===== src/rtl/rf_write_ctrl.sv =====
// Debounced push-button to single-cycle register-file write strobe, with committed-write counter.
// Optional feature macro RF_WRITE_AUTOINC_EN: write address comes from an internal auto-incrementing pointer.
module rf_write_ctrl #(
  parameter int DEBOUNCE_CYCLES = 500000,
  parameter int ADDR_W          = 4,
  parameter int DATA_W          = 8
) (
  input  logic              CLOCK_50,
  input  logic              RESET,
  input  logic              KEY_N,
  input  logic [ADDR_W-1:0] addr_in,
  input  logic [DATA_W-1:0] data_in,
  output logic              RFWrite,
  output logic [ADDR_W-1:0] regW,
  output logic [DATA_W-1:0] dataW,
  output logic              busy,
  output logic [7:0]        write_count
);

  localparam int CW = $clog2(DEBOUNCE_CYCLES + 1);
  localparam logic [CW-1:0] CNT_LAST = CW'(DEBOUNCE_CYCLES - 1);

  typedef enum logic [2:0] {IDLE, DEB_PRESS, WRITE, WAIT_REL, DEB_REL} state_t;

  state_t          state;
  logic [CW-1:0]   cnt;
  logic            ks_meta;
  logic            ks;
  logic [ADDR_W-1:0] cap_addr;

`ifdef RF_WRITE_AUTOINC_EN
  logic [ADDR_W-1:0] ptr;
  assign cap_addr = ptr;
`else
  assign cap_addr = addr_in;
`endif

  // Synchroniser resets to "released" so a key held through reset is seen as a fresh press.
  always_ff @(posedge CLOCK_50 or posedge RESET) begin
    if (RESET) begin
      ks_meta <= 1'b1;
      ks      <= 1'b1;
    end else begin
      ks_meta <= KEY_N;
      ks      <= ks_meta;
    end
  end

  always_ff @(posedge CLOCK_50 or posedge RESET) begin
    if (RESET) begin
      state       <= IDLE;
      cnt         <= '0;
      RFWrite     <= 1'b0;
      regW        <= '0;
      dataW       <= '0;
      busy        <= 1'b0;
      write_count <= 8'd0;
`ifdef RF_WRITE_AUTOINC_EN
      ptr         <= '0;
`endif
    end else begin
      RFWrite <= 1'b0;
      case (state)
        IDLE: begin
          if (!ks) begin
            state <= DEB_PRESS;
            cnt   <= '0;
            busy  <= 1'b1;
          end
        end
        DEB_PRESS: begin
          if (ks) begin
            state <= IDLE;
            cnt   <= '0;
            busy  <= 1'b0;
          end else if (cnt == CNT_LAST) begin
            state   <= WRITE;
            cnt     <= '0;
            RFWrite <= 1'b1;
            regW    <= cap_addr;
            dataW   <= data_in;
          end else begin
            cnt <= cnt + CW'(1);
          end
        end
        WRITE: begin
          state       <= WAIT_REL;
          cnt         <= '0;
          write_count <= write_count + 8'd1;
`ifdef RF_WRITE_AUTOINC_EN
          ptr         <= ptr + ADDR_W'(1);
`endif
        end
        WAIT_REL: begin
          if (ks) begin
            state <= DEB_REL;
            cnt   <= '0;
          end
        end
        DEB_REL: begin
          if (!ks) begin
            state <= WAIT_REL;
            cnt   <= '0;
          end else if (cnt == CNT_LAST) begin
            state <= IDLE;
            cnt   <= '0;
            busy  <= 1'b0;
          end else begin
            cnt <= cnt + CW'(1);
          end
        end
        default: begin
          state <= IDLE;
          cnt   <= '0;
          busy  <= 1'b0;
        end
      endcase
    end
  end

endmodule

===== config.mk =====
export PLATFORM = sky130hd
export DESIGN_NAME = rf_write_ctrl
export DESIGN_NICKNAME = d
export VERILOG_FILES = /design/src/rtl/rf_write_ctrl.sv
export SDC_FILE = /design/constraint.sdc
export NUM_CORES = 1
export LEC_CHECK = 0
export ABC_CLOCK_PERIOD_IN_PS = 4050
export BUFFER_PORTS_ARGS = -buffer_cell sky130_fd_sc_hd__buf_4
export CORE_ASPECT_RATIO = 0.5
export CORE_MARGIN = 2
export CORE_UTILIZATION = 57
export DETAILED_ROUTE_END_ITERATION = 10
export PLACE_DENSITY = 0.81
export SYNTH_ARGS = -nofsm -noshare
export SYNTH_HDL_FRONTEND = slang
export SYNTH_SLANG_ARGS = --single-unit

===== constraint.sdc =====
create_clock -name CLOCK_50 -period 4.05 [get_ports CLOCK_50]
set_clock_uncertainty 0.05 [all_clocks]
set_input_delay 0.6075 -clock CLOCK_50 [delete_from_list [all_inputs] [get_ports CLOCK_50]]
set_output_delay 0.6075 -clock CLOCK_50 [all_outputs]
set_load 0.01 [all_outputs]

==> results.toml, run 1 <==
[floorplanning]
fp.coreArea_um2 = 3570
die_w_um = 92.1
rows = 15
die_height_um = 48.1
initial_core_util_pct = 62.1
ios = 37
dieArea_um2 = 4430

[clocking]
root_buffer = "clkbuf_8"
clk_pin_slew_ns = 0.08
cts.htree.levels = 2
cts_resized = 0
clock_latency_ns = 0.30
cts_buffer_depth = 2
hold_buffers = 0
clock-sinks = 46
cts_buffers = 5
cts_tree = "built"
postCtsSetupBuffers = 0

[timing]
min_period_ns = 2.15
rsz0062_at_grt = "false"
worst_slack_ns = 1.90
hold_violations = 0
fmax_mhz = 464
worst_pin_slew_ns = 0.572
slew_headroom_pct = 61.8
slew_violations = 0
setup_tns_ns = 0
min_period_over_period_pct = 53.2
final-setup-viol-count = 0

[synthesis]
synth_top_cell_area_share_pct = 49.7
async_flop_share_pct = 100
ys_ff_latch = 46
synthTopCellsByArea = "dfrtp_1, mux2_1, nor2_1"
synth_cells = 204
synth_fp_nets = 221
synth_ff_type = "dfrtp_1"
synth_common_cells = "dfrtp_1, nor2_1, nand2_1, nand3_1, mux2_1"
yosysUniqueCellTypes = 45
synth-edff-count = 0
synth_area_per_cell_um2 = 10.8
yosys.area.top_type = "dfrtp_1"
synth_area_um2 = 2210
synth-seq-area-share_pct = 52.1
yosys_warnings = 0
synth_most_common_cell = "dfrtp_1"

[final_layout]
area_delta_synth_final_pct = 17.4
register_area_um2 = 1150
nFillCells = 275
final_cells = 293
nNetsFinal = 258
postLayoutCellArea_um2 = 2600
diodes = 0
multiInputGateArea_um2 = 1000
drive_above_1_share_pct = 22.7

[detailed_routing]
antenna_left = 0
drt_first_pass_iters = 4
viasPerCell = 5.80
post_drt_wl_per_cell_um = 15.3
drc = 0
finalWirelength_um = 4490
drt-initial-drc-count = 137
num_vias = 1699

[global_routing]
grt_max_degree = 47
grt_pass1_wl_um = 7040
grt_overflow = 0
grt_pass1_vias = 1495
gr-usage-all-layers_pct = 21.7
antenna_found_initial = 0

[run]
maxCapViolations = 0

[power_and_ir_drop]
p_per_area_nw_per_um2 = 306
vdd_drop_max_mv = 0.191
p_leak_nw = 1.24

[placed_design]
pre_cts_ws_ns = 1.93
placed_area_um2 = 2510
numPortBuffers = 36
dpl.cell_count = 285
gp_congestion = 0.835
dp_hpwl_um = 3160

[critical_path]
end_kind = "flop"
required_ns = 4.18
cp_max_fo = 12
worstSetupStartpointType = "flop"
crit_arrival_ns = 2.28
path_class = "flop to flop"

[run_status]
status = "complete, no violations"

[min_path]
hold_class = "flop to flop"
[critical path, stage by stage, from the launching register on]
cell and delay [ns]:
dfrtp_1 0.42, ha_1 0.23, and3_1 0.23, and3_1 0.26, nand2_2 0.15, nor2_4 0.34, mux2_1 0.36
[sequential cells by signal (all words and copies together), names as in the netlist]
signal       flops
write_count      8
RFWrite          1
regW             4
state            3
ks               1
cnt             19
dataW            8
ks_meta          1
busy             1
[cells by family (layout without fill, tap and decap cells)]
| group | after synthesis | in the layout | synth area share [%] |
|---|---|---|---|
| AOI/OAI and AO/OA | 30 | 30 | 10.5 |
| xor gates and xnor gates | 16 | 16 | 6.33 |
| adders and majority gates | 2 | 2 | 1.13 |
| buffers and inverters | 11 | 49 | 2.49 |
| DFF | 46 | 46 | 52.1 |
| muxes | 13 | 13 | 6.61 |
| and+or+nand+nor | 86 | 86 | 20.9 |
[layout by cell type, fill, tap and decap left out, types with 2 or more instances in the layout]
master    count
nand3_1      15
ha_1          2
nor2b_1       3
nand2_1      15
o311ai_1      4
nand2_2       2
nor4b_1       3
nand4_1       7
a22o_1        2
clkbuf_8      5
o21ai_1       7
and3_1        4
mux2_1       13
nor2_1       24
a21o_1        3
o31ai_1       2
inv_1         3
buf_4        37
clkinv_2      2
xnor2_1       6
dfrtp_1      44
dfstp_2       2
xor2_1       10
nor4_1        2
a21oi_1       4
[layout make-up]
| cell class | count | area share, % |
|---|---|---|
| clock buffers | 6 | 2.79 |
| clock inverters | 2 | 0.385 |
| inverters | 4 | 0.578 |
| multi-input cells | 147 | 38.7 |
| flip-flops and latches | 46 | 44.4 |
| well taps | 51 | 2.46 |
| repair buffers | 37 | 10.7 |
[report_power, final]
| part | switching [mW] | internal [mW] | total, mW |
|---|---|---|---|
| Combinational | 0.0286 | 0.0212 | 0.0498 |
| Clock | 0.153 | 0.120 | 0.272 |
| Sequential | 0.00837 | 0.465 | 0.473 |
[layer usage]
layer / track usage [%] / part of all wire, % / vias to the layer above
li1: - / - / 798
met1: 28.6 / 47 / 841
met2: 36.5 / 45 / 57
met3: 5.98 / 7.3 / 3
met4: 7.16 / 0.38 / 0
met5: 0 / 0 / -
[metrics by stage]
stage          hold slack (ns)  utilization [%]  power (mW)
6_report                 0.312             72.8       0.796
5_1_grt                  0.320             72.8       0.827
4_1_cts                  0.313             72.8       0.805
3_5_place_dp             0.300             70.5       0.533
3_3_place_gp             0.297             70.5       0.531
2_1_floorplan            0.295                -       0.510
[path summary, 6_finish.rpt]
path | start | end | slack [ns] | depth (start not counted)
worst max-delay path | cnt[0]$_DFFE_PP0P_ | dataW[0]$_DFFE_PP0P_ | 1.90 | 6
worst max register to register | cnt[0]$_DFFE_PP0P_ | dataW[0]$_DFFE_PP0P_ | 1.90 | 6
worst min register to register | ks_meta$_DFF_PP1_ | ks$_DFF_PP1_ | 0.31 | 0
min in group asynchronous | RESET | state[0]$_DFFE_PP0P_ | 0.39 | 3
max in group asynchronous | RESET | ks$_DFF_PP1_ | 3.16 | 3
worst min-delay path | ks_meta$_DFF_PP1_ | ks$_DFF_PP1_ | 0.31 | 0
(Power assumes the default switching activity.)
==> run 2, diff against run 1 <==
==> config.mk (replaced) <==
export PLATFORM = sky130hd
export DESIGN_NAME = rf_write_ctrl
export DESIGN_NICKNAME = d
export VERILOG_FILES = /design/src/rtl/rf_write_ctrl.sv
export SDC_FILE = /design/constraint.sdc
export NUM_CORES = 1
export LEC_CHECK = 0
export ABC_CLOCK_PERIOD_IN_PS = 1800
export BUFFER_PORTS_ARGS = -buffer_cell sky130_fd_sc_hd__buf_4
export CORE_ASPECT_RATIO = 0.5
export CORE_MARGIN = 2
export CORE_UTILIZATION = 50
export DETAILED_ROUTE_END_ITERATION = 10
export PLACE_DENSITY = 0.75
export SYNTH_ARGS = -nofsm -noshare
export SYNTH_HDL_FRONTEND = slang
export SYNTH_SLANG_ARGS = --single-unit
==> constraint.sdc (replaced) <==
create_clock -name CLOCK_50 -period 1.8 [get_ports CLOCK_50]
set_clock_uncertainty 0.05 [all_clocks]
set_input_delay 0.27 -clock CLOCK_50 [delete_from_list [all_inputs] [get_ports CLOCK_50]]
set_output_delay 0.27 -clock CLOCK_50 [all_outputs]
set_load 0.01 [all_outputs]
==> run 2 against run 1 <==
Net effect: final cell count rose by 14%; critical path type unchanged; first-iteration DRC count fell by 12%; the run now ends with setup timing left; largest cell class is now multi-input gates; via count rose by 9.0%; highest routed layer unchanged.
==> results.toml, run 2 (synthesis gave the netlist of run 1 again) <==
[critical_path]
required_ns = 1.94
r2r-end = "regW[3]$_DFFE_PP0P_"
path_class = "flop to flop"
r2r_start = "cnt[11]$_DFFE_PP0P_"
critPathTopFamily = "simple AND/OR/NAND/NOR gates"
worstSetupStartpointType = "flop"
crit_chain = "nor4b_4 > and3_4 > nand2_4 > nor2_4 > clkbuf_16 > mux2_4"
end_kind = "flop"
crit_arrival_ns = 2.00
cp_slowest_stage_delay_ns = 0.41
reg2reg_depth = 6
reg2reg_setup_slack_ns = -0.06
cp_max_fo = 6
cpMaxStageDelayCell = "dfrtp_1"
cp.depth = 6
path_buf_inv = 1

[power_and_ir_drop]
vdd_drop_max_mv = 0.457
p_per_area_nw_per_um2 = 693
p_leak_nw = 1.48

[floorplanning]
die_height_um = 51.0
dieArea_um2 = 5010
die_w_um = 98.1
rows = 17
fp.coreArea_um2 = 4320
initial_core_util_pct = 51.3
ios = 37

[final_layout]
nFillCells = 289
drive_above_1_share_pct = 43.2
final_common_cell = "buf_4"
regMostFlops = "cnt"
layout_common_cells = "buf_4, dfrtp_1, nor2_1"
register_area_um2 = 1150
largestRegisters = "cnt: 19 flops, dataW: 8 flops, write_count: 8 flops"
largest_reg_flops = 19
diodes = 0
nNetsFinal = 294
multiInputGateArea_um2 = 1160
area_delta_synth_final_pct = 42.0

[timing]
worst_pin_slew_ns = 0.448
slew_violations = 0
min_period_ns = 1.86
slew_headroom_pct = 70.1
final-setup-viol-count = 25
fmax_mhz = 537
min_period_over_period_pct = 103
worst_slack_ns = -0.0610
hold_violations = 0
rsz0062_at_grt = "true"
setup_tns_ns = -0.914

[min_path]
hp-start = "KEY_N"
hold_end = "ks_meta$_DFF_PP1_"
min_path_cells = 1
hold_class = "primary input to flop"

[global_routing]
grt_max_degree = 29
met2_usage_pct = 38.7
antenna_found_initial = 0
grt_overflow = 0
grt_pass1_vias = 1872
busiest_layer = "met2"
use_met3_pct = 4.38
met1_usage_pct = 25.8
gr-usage-all-layers_pct = 21.5
grt_pass1_wl_um = 8330

[detailed_routing]
viasPerCell = 5.53
finalWirelength_um = 5470
drc = 0
drt_first_pass_iters = 4
drt-initial-drc-count = 121
post_drt_wl_per_cell_um = 16.3
antenna_left = 0
num_vias = 1852

[placed_design]
pre_cts_ws_ns = -0.0328
gp_congestion = 0.917
dp_hpwl_um = 3680
numPortBuffers = 36

[clocking]
cts.htree.levels = 2
cts_tree = "built"
clock_latency_ns = 0.30
clk_pin_slew_ns = 0.09
cts_buffers = 5
clock-sinks = 46
root_buffer = "clkbuf_8"
cts_buffer_depth = 2

[run]
maxCapViolations = 0

[run_status]
violations = "setup timing"
status = "finished with violations"
[run 2: how the worst max path moves through the flow]
stage / startpoint / endpoint / slack, ns
after global routing: state[1]$_DFFE_PP0P_ / cnt[13]$_DFFE_PP0P_ / -0.14
final: cnt[11]$_DFFE_PP0P_ / regW[3]$_DFFE_PP0P_ / -0.06
after detailed placement: cnt[11]$_DFFE_PP0P_ / dataW[3]$_DFFE_PP0P_ / -0.03
after CTS: state[2]$_DFFE_PP0P_ / cnt[9]$_DFFE_PP0P_ / -0.01
after floorplan: cnt[0]$_DFFE_PP0P_ / dataW[0]$_DFFE_PP0P_ / -0.05
after global placement: state[1]$_DFFE_PP0P_ / cnt[9]$_DFFE_PP0P_ / -0.02
[run 2: area by class of cell]
| type | instances | share of cell area, % |
|---|---|---|
| well taps | 57 | 2.27 |
| flip-flops and latches | 46 | 36.7 |
| clock inverters | 2 | 1.91 |
| repair buffers | 73 | 19.1 |
| inverters | 4 | 0.478 |
| clock buffers | 6 | 2.63 |
| multi-input cells | 147 | 36.9 |
[run 2: power breakdown]
group	switching [mW]	internal (mW)	total (mW)
clock network	0.358	0.592	0.951
registers	0.00895	1.05	1.06
logic	0.0907	0.0796	0.170
total	0.458	1.72	2.18
[run 2: stage by stage]
stage / total power [mW] / hold slack, ns / util [%] / area [um2] / instances
5_1_grt: 2.24 / 0.00764 / 72.8 / 3140 / 335
2_1_floorplan: 1.15 / 0.224 / - / 2240 / 204
3_3_place_gp: 1.23 / 0.260 / 65.1 / 2810 / 323
6_report: 2.18 / 0.0172 / 72.8 / 3140 / 335
4_1_cts: 2.18 / 0.00850 / 69.6 / 3010 / 333
3_5_place_dp: 1.23 / 0.263 / 65.1 / 2810 / 323
[run 2: layer usage]
layer  vias up  wire (um)
li1        876          -
met3        15        325
met2        59       2670
met1       902       2360
met4         0        119
met5         -          0
[run 2: repair_timing]
item,4_1_cts,5_1_grt
endpoints found under the setup margin,21,27
resized for setup,9,24
pin swaps,10,9
setup buffers,1,1
cloned,0,1
endpoints found under the hold margin,16,0
hold buffers,1,0
==> run 3, diff against run 2 <==
--- a/config.mk
+++ b/config.mk
@@ -11,7 +11,8 @@
 export CORE_MARGIN = 2
 export CORE_UTILIZATION = 50
 export DETAILED_ROUTE_END_ITERATION = 10
-export PLACE_DENSITY = 0.75
+export PLACE_DENSITY = 0.84
+export REMOVE_ABC_BUFFERS = 1
 export SYNTH_ARGS = -nofsm -noshare
 export SYNTH_HDL_FRONTEND = slang
 export SYNTH_SLANG_ARGS = --single-unit
==> run 3 against run 2 <==
Net effect: the run still ends with setup timing left; die area is the same; worst setup slack worse by 0.041 ns; hold slack gained 0.0023 ns; flip-flop and latch count did not move; critical path depth shrank 1; critical path type unchanged.
==> results.toml, run 3 (synthesis gave the netlist of run 1 again) <==
[detailed_routing]
drt-initial-drc-count = 191
viasPerCell = 5.95
drc = 0
antenna_left = 0
finalWirelength_um = 6460
post_drt_wl_per_cell_um = 18.9
num_vias = 2030
drt_first_pass_iters = 4

[clocking]
cts_tree = "built"
cts_buffer_depth = 2
cts.htree.levels = 2
cts_buffers = 5
clock-sinks = 46
clock_latency_ns = 0.30
clk_pin_slew_ns = 0.09
root_buffer = "clkbuf_8"

[min_path]
hold_class = "primary input to flop"

[placed_design]
numPortBuffers = 36
placed_area_um2 = 2800
gp_congestion = 0.890
dp_hpwl_um = 3560

[final_layout]
utilization_pct = 72.1
diodes = 0
multiInputGateArea_um2 = 1130
nNetsFinal = 300
register_area_um2 = 1150
postLayoutCellArea_um2 = 3110
largestRegisters = "cnt: 19 flops, dataW: 8 flops, write_count: 8 flops"
layout_common_cells = "buf_4, dfrtp_1, nor2_1"
drive_above_1_share_pct = 41.9
nFillCells = 269
final_common_cell = "buf_4"
largest_reg_flops = 19
area_delta_synth_final_pct = 40.7
regMostFlops = "cnt"

[timing]
min_period_over_period_pct = 106
worst_slack_ns = -0.102
fmax_mhz = 526
min_period_ns = 1.90
rsz0062_at_grt = "true"
hold_slack_ns = 0.0194
slew_headroom_pct = 72.0
final-setup-viol-count = 20
hold_violations = 0
worst_pin_slew_ns = 0.416
slew_violations = 0

[global_routing]
grt_max_degree = 26
antenna_found_initial = 0
grt_overflow = 0
gr-usage-all-layers_pct = 21.9
grt_pass1_wl_um = 8580
grt_pass1_vias = 1868

[power_and_ir_drop]
p_leak_nw = 1.50
vdd_drop_max_mv = 0.535
p_per_area_nw_per_um2 = 612

[floorplanning]
rows = 17
initial_core_util_pct = 51.3
die_w_um = 98.1
fp.coreArea_um2 = 4320
dieArea_um2 = 5010
ios = 37
die_height_um = 51.0

[critical_path]
path_buf_inv = 2
cp_slowest_stage_delay_ns = 0.56
end_kind = "flop"
path_class = "flop to flop"
critPathTopFamily = "simple AND/OR/NAND/NOR gates"
cpMaxStageDelayCell = "or4b_4"
required_ns = 1.94
cp_max_fo = 6
crit_chain = "or4b_4 > buf_6 > nor2_4 > clkbuf_16 > mux2_1"
worstSetupStartpointType = "flop"
crit_arrival_ns = 2.04

[run_status]
status = "finished with violations"
violations = "setup timing"

[run]
maxCapViolations = 0
[run 3: changes by cell type in the layout (fill, tap and decap cells not counted), moves of 3 or more]
cell,previous run,this run
mux2_1,1,7
mux2_4,12,6
buf_4,67,71
nor2_1,16,20
nor2_4,6,2
nand3_1,15,12
nand3_2,0,3
o311ai_1,3,0
o311ai_2,1,4
[run 3: cell type report]
cell class / instances / area share, %
Clock buffer: 7 / 2.77
Clock inverter: 1 / 0.161
Multi-Input combinational cell: 147 / 36.3
Tap cell: 57 / 2.29
Sequential cell: 46 / 37.0
Timing Repair Buffer: 79 / 21.0
Inverter: 4 / 0.482
[run 3: worst reg2reg max path, cell delays in order (launching register included)]
cell       delay [ns]
dfrtp_1          0.38
or4b_4           0.56
buf_6            0.14
nor2_4           0.14
clkbuf_16        0.18
mux2_1           0.33
[run 3: power by group]
part / switching (mW) / internal, mW / total (mW)
combinational: 0.0938 / 0.0896 / 0.183
sequential: 0.0108 / 1.05 / 1.06
clock: 0.354 / 0.310 / 0.665
[run 3: worst paths after layout]
kind                            depth (start not counted)  slack, ns                  from                    to
worst max-delay path                                    5      -0.10  state[1]$_DFFE_PP0P_  dataW[2]$_DFFE_PP0P_
worst min-delay path                                    1       0.02                 KEY_N     ks_meta$_DFF_PP1_
worst max register to register                          5      -0.10  state[1]$_DFFE_PP0P_  dataW[2]$_DFFE_PP0P_
worst min register to register                          0       0.31     ks_meta$_DFF_PP1_          ks$_DFF_PP1_
max in group asynchronous                               4       0.77                 RESET          ks$_DFF_PP1_
min in group asynchronous                               3       0.38                 RESET   cnt[14]$_DFFE_PP0P_
[run 3: repair_timing]
action | in CTS | in global routing
endpoints found under the hold margin | 4 | 0
hold buffers | 1 | 0
gates cloned | 0 | 1
pin swaps | 5 | 9
resized for setup | 12 | 18
setup endpoints to repair | 26 | 30
setup buffers | 2 | 7
[run 3: routing by layer]
| layer | GRT usage [%] | part of all wire, % | vias up |
|---|---|---|---|
| met5 | 0 | 0 | - |
| met4 | 7.64 | 4.1 | 0 |
| met3 | 4.92 | 7.9 | 36 |
| met2 | 36.0 | 45 | 110 |
| met1 | 29.2 | 43 | 1003 |
| li1 | - | - | 881 |
[run 3: per-stage QoR]
stage / power, mW / setup WS (ns) / TNS, ns / std cells
6_report: 1.91 / -0.102 / -0.983 / 341
5_1_grt: 1.97 / -0.168 / -2.21 / 341
4_1_cts: 1.88 / -0.0480 / -0.120 / 334
3_5_place_dp: 1.23 / -0.0418 / -0.194 / 324
3_3_place_gp: 1.23 / -0.0225 / -0.0242 / 324
2_1_floorplan: 1.15 / -0.109 / -1.30 / 197
